<file path="src/rtl/ila_pkg.sv">
// Shared definitions for the ILA capture path: state encoding and default sizes.
// The register map reuses the state constants for its status word.
package ila_pkg;

  localparam int ILA_DATA_WIDTH = 64;
  localparam int ILA_ADDR_WIDTH = 8;

  typedef enum logic [1:0] {
    ILA_ST_IDLE      = 2'd0,
    ILA_ST_ARMED     = 2'd1,
    ILA_ST_TRIGGERED = 2'd2,
    ILA_ST_DONE      = 2'd3
  } ila_state_e;

endpackage : ila_pkg

</file>
<file path="src/rtl/ila_trig_match.sv">
// Masked equality comparator: hit when every bit selected by mask equals value.
// Kept separate so later multi-stage triggers can stack several instances.
module ila_trig_match #(
  parameter int WIDTH = 64
) (
  input  logic [WIDTH-1:0] data,
  input  logic [WIDTH-1:0] value,
  input  logic [WIDTH-1:0] mask,
  output logic             hit
);

  assign hit = (((data ^ value) & mask) == '0);

endmodule : ila_trig_match

</file>
<file path="src/rtl/ila_capture_ctrl.sv">
// ILA capture sequencer: drives BRAM port A through arm/pre-fill/trigger/post
// capture, then serves oldest-first readout through BRAM port B.
module ila_capture_ctrl
  import ila_pkg::*;
#(
  parameter int DATA_WIDTH = ILA_DATA_WIDTH,
  parameter int ADDR_WIDTH = ILA_ADDR_WIDTH
) (
  input  logic                  clk,
  input  logic                  rst_n,
  input  logic                  arm,
  input  logic                  abort,
  input  logic [DATA_WIDTH-1:0] trig_value,
  input  logic [DATA_WIDTH-1:0] trig_mask,
  input  logic [ADDR_WIDTH-1:0] post_depth,
  input  logic [DATA_WIDTH-1:0] data_in,
  output logic [ADDR_WIDTH-1:0] bram_addra,
  output logic                  bram_wea,
  output logic [ADDR_WIDTH-1:0] bram_addrb,
  output logic                  bram_enb,
  input  logic [DATA_WIDTH-1:0] bram_doutb,
  input  logic                  rd_req,
  input  logic [ADDR_WIDTH-1:0] rd_index,
  output logic [DATA_WIDTH-1:0] rd_data,
  output logic                  rd_valid,
  output logic [1:0]            state_o,
  output logic [ADDR_WIDTH-1:0] trig_addr,
  output logic [ADDR_WIDTH:0]   sample_count
);

  localparam int                DEPTH    = 2 ** ADDR_WIDTH;
  localparam logic [ADDR_WIDTH:0] FILL_MAX = (ADDR_WIDTH + 1)'(DEPTH);

  ila_state_e            state_q, state_d;
  logic [ADDR_WIDTH-1:0] wr_ptr_q, wr_ptr_d;
  logic [ADDR_WIDTH:0]   fill_q, fill_d;
  logic                  wea_q, wea_d;
  logic [ADDR_WIDTH-1:0] trig_addr_q, trig_addr_d;
  logic [ADDR_WIDTH-1:0] post_cnt_q, post_cnt_d;
  logic [ADDR_WIDTH-1:0] addrb_q, addrb_d;
  logic                  enb_q, enb_d;
  logic                  dvalid_q, dvalid_d;
  logic                  rd_valid_q, rd_valid_d;
  logic [DATA_WIDTH-1:0] rd_data_q, rd_data_d;

  logic                  hit;
  logic                  start;
  logic                  rd_accept;
  logic [ADDR_WIDTH-1:0] base;

  ila_trig_match #(.WIDTH(DATA_WIDTH)) u_trig_match (
    .data  (data_in),
    .value (trig_value),
    .mask  (trig_mask),
    .hit   (hit)
  );

  // A fresh capture starts from IDLE or DONE; abort always takes priority.
  assign start = arm && !abort && (state_q == ILA_ST_IDLE || state_q == ILA_ST_DONE);

  // ---------------------------------------------------------------- state reg
  always_ff @(posedge clk or negedge rst_n) begin
    // NOTE: non-blocking assignments so every flop samples pre-edge values.
    if (!rst_n) begin
      state_q <= ILA_ST_IDLE;
    end else begin
      state_q <= state_d;
    end
  end

  // --------------------------------------------------------------- next state
  always_comb begin
    // NOTE: default assignment first so no path leaves state_d unassigned (no latch).
    state_d = state_q;
    if (abort) begin
      state_d = ILA_ST_IDLE;
    end else begin
      case (state_q)
        ILA_ST_IDLE, ILA_ST_DONE: if (arm) state_d = ILA_ST_ARMED;
        ILA_ST_ARMED:
          if (hit) state_d = (post_depth == '0) ? ILA_ST_DONE : ILA_ST_TRIGGERED;
        ILA_ST_TRIGGERED:
          if (post_cnt_q == ADDR_WIDTH'(1)) state_d = ILA_ST_DONE;
        default: state_d = ILA_ST_IDLE;
      endcase
    end
  end

  // ------------------------------------------------------- datapath / outputs
  always_comb begin
    // The write enable is registered, so it follows whichever state we enter.
    wea_d       = (state_d == ILA_ST_ARMED) || (state_d == ILA_ST_TRIGGERED);
    wr_ptr_d    = wr_ptr_q;
    fill_d      = fill_q;
    trig_addr_d = trig_addr_q;
    post_cnt_d  = post_cnt_q;

    if (start) begin
      wr_ptr_d = '0;
      fill_d   = '0;
    end else if (wea_q) begin
      wr_ptr_d = wr_ptr_q + ADDR_WIDTH'(1);
      if (fill_q != FILL_MAX) fill_d = fill_q + (ADDR_WIDTH + 1)'(1);
    end

    if (!abort && state_q == ILA_ST_ARMED && hit) begin
      trig_addr_d = wr_ptr_q;
      post_cnt_d  = post_depth;
    end else if (state_q == ILA_ST_TRIGGERED && wea_q) begin
      post_cnt_d  = post_cnt_q - ADDR_WIDTH'(1);
    end

    // Once the buffer has wrapped, the next write slot holds the oldest sample.
    base      = (fill_q == FILL_MAX) ? wr_ptr_q : '0;
    rd_accept = rd_req && (state_q == ILA_ST_DONE) && !enb_q && !dvalid_q;
    addrb_d   = rd_accept ? (base + rd_index) : addrb_q;
    enb_d     = rd_accept;
    dvalid_d  = enb_q;
    rd_valid_d = dvalid_q;
    rd_data_d  = dvalid_q ? bram_doutb : rd_data_q;
  end

  always_ff @(posedge clk or negedge rst_n) begin
    if (!rst_n) begin
      wr_ptr_q    <= '0;
      fill_q      <= '0;
      wea_q       <= 1'b0;
      trig_addr_q <= '0;
      post_cnt_q  <= '0;
      addrb_q     <= '0;
      enb_q       <= 1'b0;
      dvalid_q    <= 1'b0;
      rd_valid_q  <= 1'b0;
      rd_data_q   <= '0;
    end else begin
      wr_ptr_q    <= wr_ptr_d;
      fill_q      <= fill_d;
      wea_q       <= wea_d;
      trig_addr_q <= trig_addr_d;
      post_cnt_q  <= post_cnt_d;
      addrb_q     <= addrb_d;
      enb_q       <= enb_d;
      dvalid_q    <= dvalid_d;
      rd_valid_q  <= rd_valid_d;
      rd_data_q   <= rd_data_d;
    end
  end

  assign bram_addra   = wr_ptr_q;
  assign bram_wea     = wea_q;
  assign bram_addrb   = addrb_q;
  assign bram_enb     = enb_q;
  assign rd_data      = rd_data_q;
  assign rd_valid     = rd_valid_q;
  assign state_o      = state_q;
  assign trig_addr    = trig_addr_q;
  assign sample_count = fill_q;

endmodule : ila_capture_ctrl

</file>
<file path="config.mk">
export PLATFORM = sky130hd
export DESIGN_NAME = ila_capture_ctrl
export DESIGN_NICKNAME = d
export VERILOG_FILES = /design/src/rtl/ila_pkg.sv /design/src/rtl/ila_trig_match.sv /design/src/rtl/ila_capture_ctrl.sv
export SDC_FILE = /design/constraint.sdc
export NUM_CORES = 1
export LEC_CHECK = 0
export CELL_PAD_IN_SITES_DETAIL_PLACEMENT = 2
export CELL_PAD_IN_SITES_GLOBAL_PLACEMENT = 2
export CORE_MARGIN = 8
export CORE_UTILIZATION = 22
export DETAILED_ROUTE_END_ITERATION = 12
export PLACE_DENSITY = 0.94
export SLEW_MARGIN = 20
export SYNTH_ARGS = -nofsm -noshare
export SYNTH_HDL_FRONTEND = slang
export SYNTH_SLANG_ARGS = --single-unit
export TNS_END_PERCENT = 50
</file>
<file path="constraint.sdc">
create_clock -name clk -period 8.7 [get_ports clk]
set_input_delay 1.74 -clock clk [delete_from_list [all_inputs] [get_ports clk]]
set_output_delay 1.74 -clock clk [all_outputs]
set_load 0.01 [all_outputs]
</file>
==> results.json <==
{
  "status": "completed",
  "dr.first_iter.drc_count": 166,
  "crit_chain": "clkdlybuf4s50_1 -> xor2_1 -> a22oi_1 -> nand4_1 -> nor4_1 -> nand2_1 -> or3_1 -> mux2_4",
  "antenna_left": 0,
  "yosysSeqAreaShare_pct": 48.3,
  "peakVddDrop_mv": 0.0827,
  "rows": 59,
  "synth_seq_cells": 111,
  "whs_ns": 0.439,
  "cpPeakStageDelay_ns": 0.73,
  "cap_violations": 0,
  "synth_nets": 775,
  "r2r_start": "sample_count[0]",
  "netlist_area_um2": 5750,
  "gp_congestion": 0.846,
  "routed_wl_um": 29400,
  "p_comb_share_pct": 20.2,
  "crit_type": "in2reg",
  "vias_per_cell": 4.48,
  "setup_viol": 0,
  "critPathTopFamily": "simple AND/OR/NAND/NOR gates",
  "yosys.area.top_type": "dfrtp_1",
  "dp_slack_ns": 3.86,
  "clkTransAtPathRegs_ns": 0.08,
  "multi_input_area_um2": 2860,
  "async_reset_ff_share_pct": 100,
  "numCtsBuffers": 9,
  "port_buffers": 378,
  "dp_hpwl_um": 25400,
  "crit_fanout": 16,
  "post_cts_buffers": 0,
  "wl_per_cell_um": 24.3,
  "maxSlewViolCount": 0,
  "filler_cell_count": 2684,
  "startpoint": "trig_value[26]",
  "switching_power_uw": 319,
  "die_h_um": 178,
  "synth.most_common_cell": "dfrtp_1",
  "start_kind": "primary input",
  "grt_pass1_wl_um": 42600,
  "crit_required_ns": 8.94,
  "clock_latency_ns": 0.35,
  "synth_edf_count": 0,
  "drive_above_1_share_pct": 12.2,
  "synth_compound_area_share_pct": 7.46,
  "start_util_pct": 22.3,
  "fin_crit_ns": 4.45,
  "fin_worst_skew_ns": 0.00926,
  "nNetsFinal": 1155,
  "clock-sinks": 111,
  "place_area_um2": 9910,
  "ff_latch_area_um2": 2780,
  "dr.pass1.iters": 4,
  "hold_viol_final": 0,
  "setup_ws_ns": 4.25,
  "p_seq_share_pct": 42.7,
  "p_per_area_nw_per_um2": 124,
  "hold_buffers": 0,
  "fp.dieW_um": 178,
  "gr-total-overflow": 0,
  "synth_area_leaders": "dfrtp_1, mux2_2, xor2_1, a22oi_1, ha_1",
  "antenna_found_initial": 9,
  "synth-xor-area-share_pct": 14.0,
  "min_period_over_period_pct": 51.2,
  "die_area_um2": 31600,
  "yosys.area_share.adder_pct": 3.61,
  "htree_levels": 3,
  "relSlewSlack_pct": 37.4,
  "final_area_um2": 10300,
  "fmax_ghz": 0.225,
  "syn_avg_cell_area_um2": 11.9,
  "pwr-share-clk_pct": 37.1,
  "synth_common_cells": "dfrtp_1, xor2_1, mux2_2, a22oi_1, nand2_1",
  "min_path_type": "reg2reg",
  "cp_slowest_cell": "or3_1",
  "power.leakage_nw": 4.49,
  "synth_top_family_by_area": "multiplexers",
  "track_usage_pct": 18.3,
  "area_growth_syn_to_layout_pct": 78.5,
  "ys.warnings.count": 0,
  "finalPower_mw": 1.27,
  "worst_slew_pin_slew_ns": 0.939,
  "synth_flop_cell": "dfrtp_1",
  "cts_tree": "done",
  "crit_buf_inv": 1,
  "synth_top_area_share_pct": 48.3,
  "core_um2": 25800,
  "arrival_ns": 4.69,
  "cts_max_path_buffers": 2,
  "vias": 5422,
  "synthMuxAreaShare_pct": 16.7,
  "switching_share_pct": 25.1,
  "fin_tns_setup_ns": 0,
  "synth_cell_type_count": 35,
  "synthSimpleGateAreaFrac_pct": 7.90,
  "min_from": "bram_enb",
  "cts.repair.resized": 0,
  "grt_max_degree": 66,
  "end_kind": "flop",
  "rsz0062_at_grt": "false",
  "p_int_uw": 952,
  "remaining_drc_errors": 0,
  "grt_pass1_vias": 6564,
  "root_buffer": "clkbuf_16",
  "syn_inst": 482,
  "ios": 379
}
-- routing by layer --
layer / track usage [%] / routed length (µm) / part of all wire, %
met5: 0 / 0 / 0
met4: 6.39 / 542 / 1.8
met3: 7.74 / 2990 / 10
met2: 34.7 / 16000 / 54
met1: 17.3 / 9870 / 34
-- power groups by stage --
stage                     registers (mW)  clock network (mW)  logic [mW]
after floorplan                    0.550                   0      0.0633
after global placement             0.553                   0       0.248
after detailed placement           0.554                   0       0.259
after CTS                          0.544               0.490       0.261
after global routing               0.546               0.508       0.276
final                              0.543               0.472       0.256
-- path summary, 6_finish.rpt --
kind | to | slack, ns | cells after the start
setup / recovery | trig_addr[4] | 4.25 | 8
hold / removal | dvalid_q | 0.44 | 0
setup reg to reg | bram_addrb[7] | 4.87 | 14
hold reg to reg | dvalid_q | 0.44 | 0
max in group asynchronous | rd_data[11] | 5.98 | 2
min in group asynchronous | rd_data[16] | 1.40 | 1
-- registers in the layout, indices dropped and copies added (netlist names) --
name and flops:
bram_addra 8, bram_addrb 8, bram_enb 1, bram_wea 1
dvalid_q 1, post_cnt_q 8, rd_data 64, rd_valid 1
sample_count 9, state_o 2, trig_addr 8
-- worst reg2reg max path: stages (launching register included) --
cell and delay (ns):
dfrtp_1 0.44, inv_1 0.12, ha_1 0.15, or4b_2 0.63, nor2_1 0.59, nand2_1 0.21, inv_1 0.10, ha_1 0.22
a21o_1 0.19, a21oi_1 0.25, o21bai_1 0.12, a21oi_1 0.23, o21ai_0 0.16, xnor2_1 0.19, o21ai_0 0.09
-- logic make-up after synthesis --
logic type               Yosys count
buffers and inverters             25
XOR/XNOR                          92
AO/OA/AOI/OAI                     65
adder cells (fa/ha/maj)           16
flip-flops                       111
multiplexers                      82
AND/OR/NAND/NOR                   91
-- area by class of cell --
cell class              instances  share of cell area [%]
diodes                          8                   0.195
clock buffers                  10                    2.33
clock inverters                 6                   0.963
inverters                      13                   0.475
multi-input cells             346                    27.8
flip-flops and latches        111                    27.1
well taps                     335                    4.08
repair buffers                381                    37.1
-- cell usage in the layout (no fill, tap or decap), types with 11 or more instances in the layout --
| master | instances |
|---|---|
| nand2_1 | 25 |
| nor2_1 | 24 |
| dfrtp_1 | 110 |
| ha_1 | 15 |
| clkdlybuf4s50_1 | 377 |
| a22oi_1 | 32 |
| inv_1 | 13 |
| o21ai_0 | 13 |
| mux2_2 | 70 |
| nand4_1 | 16 |
| xnor2_1 | 11 |
| xor2_1 | 81 |
-- per-stage QoR --
step / cells / util [%]
after floorplan: 482 / -
after global routing: 1210 / 39.7
after CTS: 1202 / 39.6
after detailed placement: 1186 / 38.3
after global placement: 1186 / 38.3
final: 1210 / 39.7
No activity file was read; power rests on OpenSTA's default activity.
